===== src/rtl/serial_pkg.sv =====
// Shared definitions for the bit-serial negator: FSM state encoding and counter sizing.
package serial_pkg;

   typedef logic [0:0] state_t;

   localparam state_t IDLE   = 1'b0;
   localparam state_t ACTIVE = 1'b1;

   function automatic int cnt_w(input int word_w);
      return (word_w <= 2) ? 1 : $clog2(word_w);
   endfunction

endpackage


===== src/rtl/serial_negate_lane.sv =====
// One lane of the serial negator: neg/invert flags and the LSB-first two's-complement bit rule.
// With SERIAL_NEG_OVF_EN defined, also flags a set bit while still un-inverted (most-negative input at the MSB).
module serial_negate_lane (
   input  logic clk,
   input  logic reset_n,
   input  logic proc,
   input  logic start,
   input  logic in_bit,
   input  logic neg_en,
   output logic out_bit,
   output logic ovf
);

   logic neg_q, neg_d;
   logic inv_q, inv_d;
   logic neg, inv;

   always_comb begin
      // A word start overrides the held flags for this very bit.
      neg     = start ? neg_en : neg_q;
      inv     = start ? 1'b0   : inv_q;
      out_bit = in_bit ^ (neg & inv);
      neg_d   = neg_q;
      inv_d   = inv_q;
      if (proc) begin
         neg_d = neg;
         inv_d = neg & (inv | in_bit);
      end
`ifdef SERIAL_NEG_OVF_EN
      ovf = proc & neg & ~inv & in_bit;
`else
      ovf = 1'b0;
`endif
   end

   always_ff @(posedge clk) begin
      if (!reset_n) begin
         neg_q <= 1'b0;
         inv_q <= 1'b0;
      end else begin
         neg_q <= neg_d;
         inv_q <= inv_d;
      end
   end

endmodule


===== src/rtl/serial_negator_mc.sv =====
// Multi-channel word-framed bit-serial negator: framing FSM, bit counter and registered outputs.
// Overflow detection is built only when SERIAL_NEG_OVF_EN is defined.
module serial_negator_mc #(
   parameter int WORD_W   = 8,
   parameter int CHANNELS = 4
) (
   input  logic                clk,
   input  logic                reset_n,
   input  logic                in_valid,
   input  logic                in_sof,
   input  logic [CHANNELS-1:0] in_bits,
   input  logic [CHANNELS-1:0] neg_en,
   output logic                out_valid,
   output logic                out_sof,
   output logic                out_eof,
   output logic [CHANNELS-1:0] out_bits,
   output logic                frame_err,
   output logic [CHANNELS-1:0] ovf
);

   import serial_pkg::*;

   localparam int               CNT_W   = cnt_w(WORD_W);
   localparam logic [CNT_W-1:0] MSB_IDX = CNT_W'(WORD_W - 1);

   state_t            state_q, state_d;
   logic [CNT_W-1:0]  cnt_q, cnt_d;
   logic [CNT_W-1:0]  idx;
   logic              start, proc, ferr, is_msb;
   logic [CHANNELS-1:0] lane_out, lane_ovf;

   logic                out_valid_q, out_valid_d;
   logic                out_sof_q, out_sof_d;
   logic                out_eof_q, out_eof_d;
   logic [CHANNELS-1:0] out_bits_q, out_bits_d;
   logic                frame_err_q, frame_err_d;
   logic [CHANNELS-1:0] ovf_q, ovf_d;

   genvar g;
   generate
      for (g = 0; g < CHANNELS; g++) begin : g_lane
         serial_negate_lane u_lane (
            .clk     (clk),
            .reset_n (reset_n),
            .proc    (proc),
            .start   (start),
            .in_bit  (in_bits[g]),
            .neg_en  (neg_en[g]),
            .out_bit (lane_out[g]),
            .ovf     (lane_ovf[g])
         );
      end
   endgenerate

   always_comb begin
      // Any in_sof restarts a word; seen while ACTIVE it means the previous word was cut short.
      start  = in_valid & in_sof;
      proc   = in_valid & (in_sof | (state_q == ACTIVE));
      ferr   = start & (state_q == ACTIVE);
      idx    = start ? '0 : cnt_q;
      is_msb = proc & (idx == MSB_IDX);

      state_d = state_q;
      cnt_d   = cnt_q;
      if (proc) begin
         if (is_msb) begin
            state_d = IDLE;
            cnt_d   = '0;
         end else begin
            state_d = ACTIVE;
            cnt_d   = idx + 1'b1;
         end
      end

      out_valid_d = proc;
      out_sof_d   = proc ? start    : out_sof_q;
      out_eof_d   = proc ? is_msb   : out_eof_q;
      out_bits_d  = proc ? lane_out : out_bits_q;
      frame_err_d = ferr;
      ovf_d       = lane_ovf & {CHANNELS{is_msb}};
   end

   always_ff @(posedge clk) begin
      if (!reset_n) begin
         state_q     <= IDLE;
         cnt_q       <= '0;
         out_valid_q <= 1'b0;
         out_sof_q   <= 1'b0;
         out_eof_q   <= 1'b0;
         out_bits_q  <= '0;
         frame_err_q <= 1'b0;
         ovf_q       <= '0;
      end else begin
         state_q     <= state_d;
         cnt_q       <= cnt_d;
         out_valid_q <= out_valid_d;
         out_sof_q   <= out_sof_d;
         out_eof_q   <= out_eof_d;
         out_bits_q  <= out_bits_d;
         frame_err_q <= frame_err_d;
         ovf_q       <= ovf_d;
      end
   end

   assign out_valid = out_valid_q;
   assign out_sof   = out_sof_q;
   assign out_eof   = out_eof_q;
   assign out_bits  = out_bits_q;
   assign frame_err = frame_err_q;
   assign ovf       = ovf_q;

endmodule

===== config.mk =====
export PLATFORM = sky130hd
export DESIGN_NAME = serial_negator_mc
export DESIGN_NICKNAME = d
export VERILOG_FILES = /design/src/rtl/serial_pkg.sv /design/src/rtl/serial_negate_lane.sv /design/src/rtl/serial_negator_mc.sv
export SDC_FILE = /design/constraint.sdc
export NUM_CORES = 1
export LEC_CHECK = 0
export CAP_MARGIN = 20
export CELL_PAD_IN_SITES_DETAIL_PLACEMENT = 1
export CELL_PAD_IN_SITES_GLOBAL_PLACEMENT = 2
export CORE_MARGIN = 1.5
export CORE_UTILIZATION = 29
export DETAILED_ROUTE_END_ITERATION = 16
export HOLD_SLACK_MARGIN = 0.15
export PLACE_DENSITY_LB_ADDON = 0.1
export SLEW_MARGIN = 10
export SYNTH_ARGS = -nofsm -noshare
export SYNTH_HDL_FRONTEND = slang
export SYNTH_SLANG_ARGS = --single-unit

===== constraint.sdc =====
create_clock -name clk -period 4.3 [get_ports clk]
set_input_delay 0.86 -clock clk [delete_from_list [all_inputs] [get_ports clk]]
set_output_delay 0.86 -clock clk [all_outputs]
set_load 0.005 [all_outputs]

* Word-level counts from Yosys, hierarchy flattened
Index checks and enable logic that the tools add are counted.
** Storage, ports and cells
- Bits in registers :: 20
- Input bits :: 12
** Cells by class
- Multiplexer cells :: 11
- Bitwise gates (word level) :: 21
- Equal/unequal tests :: 1
- $add $sub $neg :: 1
** Operator list (count)
- 1-bit bitwise AND :: 12
- 1-bit 2-to-1 mux :: 9
- 3-bit 2-to-1 mux :: 2
- 1-bit bitwise OR :: 5
- 1-bit XOR :: 4
- 3-bit by 1-bit adder with 3-bit output (second input constant) :: 1
- 3-bit equality test (second input constant) :: 1

* Depth between registers and ports, before layout
- Depth after elaboration :: 5
- Depth in mapped cells :: 9
- Gate-level depth less buffers :: 6

* Hierarchy
A second synthesis with hierarchy kept.
** Second synthesis, totals
- Cell total of the unflattened synthesis :: 128
- Area, all modules :: 1108.6 um^2
** Modules (own cells, without submodules)
- serial_negator_mc :: times used 1, cells an instance 64, area each 608.1 um^2
- serial_negate_lane :: times used 4, cells an instance 16, area each 125.1 um^2

* Worst setup path after synthesis
OpenSTA, ideal clock, no wires.
- Path kind :: input to register
- From :: input port in_sof
- To :: register cnt_q[1]
- Buffers on the path :: 3
- Setup time :: 0.070 ns
- Data required time :: 4.230 ns
- Arrival time :: 2.099 ns
- Slack :: 2.131 ns
- Stages on the path :: 9
- Cell sequence :: buf_4 and2_4 buf_6 buf_2 nor2_1 ha_1 ha_1 nand3b_1 a21oi_1
** On the way
- Word-level cells in the longest chain between the ends :: 5
- Elaborated cells between the ends (all ways) :: 8
** RTL lines
- start, declared :: RTL line serial_negator_mc.sv:10 : input logic in_sof,
- parallel branches: the longest is 5 deep, another holds 3-bit by 1-bit adder with 3-bit output
- end signal, assigned :: RTL line serial_negator_mc.sv:95 : cnt_q <= cnt_d;
- end, declared :: RTL line serial_negator_mc.sv:27 : logic [CNT_W-1:0] cnt_q, cnt_d;
Several ways; the timed one is not identified.
A chain may end at the register's enable or synchronous reset.

* Final worst setup path
- From :: input port in_sof
- To :: register cnt_q[2]
Same word-level chain as after synthesis.

==> metrics.md <==
| Metric | Value |
|---|---|
| Status | `finished, final reports clean` |
| Global-route wire length before repair | `roughly 3.7 mm` |
| Setup-failing EPs final | `0` |
| Ant diodes | `0` |
| CP endpoint kind | `flop` |
| Worst EP required | `4.54 ns` |
| Sequential fraction of the synthesis area | `0.4336` |
| Worst Tran Pin Value | `between 0.8 and 0.9 ns` |
| Clk buf depth | `2` |
| Vias in the first global route | `800` |
| Post_cts resized | `0` |
| Die Wd | `about 59 um` |
| Reg clk slew, reported paths | `~0.12 ns` |
| Kind of critical path | `primary input to flop` |
| Grt ovf | `0` |
| Relative slew margins | `0.4536` |
| Cell variety after synth | `32` |
| Top-area cell type share of the netlist area | `0.4336` |
| Die footprint | `between 0.003 and 0.004 mm2` |
| Yosys warnings | `0` |
| Cell mode on critical path | `ha_1` |
| Post-layout minimum cycle time | `around 2.5 ns` |
| GPL Wtd Cong | `0.7562` |
| Leak pwr | `around 0.42 nW` |
| Clk root buf | `clkbuf_4` |
| Clock network fraction of design power | `0.308` |
| Worst vdd ir | `around 0.11 mV` |
| Worst path slowest cell | `clkdlybuf4s50_1` |
| Post-route DRC violation count | `0` |
| Fill cell count | `375` |
| Post-synth design cell area | `just over 900 um2` |
| Fin crit share | `0.5788` |
| Pins Over Slew Limit | `0` |
| CTS tree | `yes` |
| MaxCap Viol Count | `0` |
| Fin Hold WS | `roughly 0.46 ns` |
| Total track usage | `0.1402` |
| Post-CTS Setup Bufs | `0` |
| Initial core utilization | `0.3050` |
| HP Class | `flop to flop` |
| CP Launch Type | `primary input` |
| Via count | `811` |
| Vert. Die Dim | `59.43 um` |
| Area Growth Syn to Fin | `23.31%` |
| Number of synthesized register bits | `20` |
| Hold buffer count at CTS | `0` |
| Clock Skews | `about 0.0016 ns` |
| Top delay family on crit path | `buffers and inverters` |
| WP data arrival | `2.73 ns` |
| Final ANT Viol Nets | `0` |
| Initial antenna violation count | `0` |
| PwrDens | `321.3 mW/mm2` |
| 1st-iter DRT viols | `38` |
| CP bufs+invs | `1` |
| Synth area leaders | `dfxtp_1 43%, nand2_1 7.3%, a21oi_1 4.9%` |
| Via/cell ratio | `roughly 4.8` |
| Psw | `approximately 0.093 mW` |
| Overall routed net length | `about 2.2 mm` |
| Sequential Area | `~400 um2` |
| Internal Power | `roughly 0.27 mW` |
| Pwr Total | `~0.37 mW` |
| Cells after synthesis | `between 100 and 150` |
| Share of power burned in combinational logic | `0.146` |
| Fin nets | `140` |
| Async SR Flop Fraction | `0` |
| EDFF count, synth | `0` |
| Share of cells above drive strength 1 | `0.04000` |
| Setup_tns | `0 ns` |
| Max incr delay on CP | `0.68 ns` |
| Mapped Avg Cell Area | `~8.4 um2` |
| Io pins | `24` |
| Port Buffers | `19` |
| Max Clk Rate | `approximately 0.40 GHz` |
| DR WL/cell | `12.85 um` |
| CTS Buf Count | `3` |
| H-tree depth | `1` |
| Worst path cell trace | `clkdlybuf4s50_1 -> nand2_1 -> and2_1 -> ha_1 -> ha_1 -> nand3b_1 -> a21oi_1` |
| Synth cell count leaders | `20 x dfxtp_1, 18 x nand2_1, 9 x a21oi_1, 9 x o21ai_0, 8 x nor2_1` |
| Drt pass-1 iters | `4` |
| Count leader, synth | `dfxtp_1` |
| DP Wirelength | `roughly 1.5 mm` |
| Worst Path Max Fanout | `10` |
| Multi-input logic area | `449.2 um2` |
| Post-synth top flop | `dfxtp_1` |
| Core area | `about 0.003 mm2` |
| Net Sw Frac | `0.2550` |
| Row cnt | `20` |
| Clk_lat worst skew | `~0.3 ns` |
| CTS Sinks | `20` |
| Synth area leader | `dfxtp_1` |
| Reg power frac | `0.546` |
| Unrepaired setup endpoints after global routing | `no` |
| Largest net degree at the start of global routing | `17` |
| Endpoints failing hold | `0` |
## registers in the layout, indices dropped and copies added (netlist names)
signal               cells
g_lane.u_lane.inv_q      4
g_lane.u_lane.neg_q      4
out_bits                 4
cnt_q                    3
frame_err                1
out_eof                  1
out_sof                  1
out_valid                1
state_q                  1
## kinds of logic after synthesis
logic type      count (synthesis)  share of synthesized area
simple gates                   42                     0.2209
compound gates                 30                     0.2005
flops                          20                     0.4336
buf+inv                        13                    0.09215
mux                             2                    0.02168
fa+ha+maj                       2                    0.02710
other cells                     1                   0.004061
## layer usage
layer / part of all wire / GRT usage / routed length (um)
met1: 0.47 / 0.1769 / 1020
met2: 0.48 / 0.2355 / 1032
met3: 0.041 / 0.02183 / 90
met4: 0.012 / 0.05844 / 27
met5: 0 / 0 / 0
## cells in the final DEF, fill, tap and decap left out, drive strengths merged, types with 3 or more instances in the layout
master | synthesis | final
conb | 1 | 4
nand2 | 18 | 18
or3 | 4 | 4
dfxtp | 20 | 20
a311oi | 3 | 3
clkdlybuf4s50 | 0 | 19
clkbuf | 2 | 4
a21oi | 9 | 9
nor2 | 8 | 8
o21ai | 10 | 10
and2 | 4 | 4
## worst min-delay path, delay by kind of cell, from the launching register on
family / cells / cell delay (ns)
simple gates: 1 / 0.05
compound gates: 1 / 0.05
flops: 1 / 0.33
## power groups by stage
stage / Combinational (mW) / Clock, mW / Sequential (mW)
floorplan: 0.0327 / 0 / 0.203
CTS: 0.0544 / 0.121 / 0.200
global route: 0.0600 / 0.128 / 0.201
finish: 0.0535 / 0.113 / 0.200
global placement: 0.0531 / 0 / 0.204
detailed placement: 0.0536 / 0 / 0.204
## layout make-up
cell class	instances	share of cell area
multi-input cells	80	0.3945
flip-flops and latches	20	0.3516
repair buffers	19	0.1670
well taps	44	0.04835
clock buffers	4	0.03187
inverters	2	0.006593
## metrics by stage
stage                 util  instance area [um2]  std cells  worst slack [ns]
floorplan                -                934.6        113             2.131
global placement    0.3641                 1102        165             1.523
detailed placement  0.3641                 1102        165             1.479
CTS                 0.3760                 1139        169             1.825
global route        0.3760                 1139        169             1.666
finish              0.3760                 1139        169             1.811
## path summary, 6_finish.rpt
check	depth (start not counted)	startpoint	slack (ns)	end
max reg2reg	3	state_q	2.80	cnt_q[0]
max	7	in_sof	1.81	cnt_q[2]
min	2	cnt_q[2]	0.46	cnt_q[2]
min reg2reg	2	cnt_q[2]	0.46	cnt_q[2]
(Power assumes the default switching activity.)
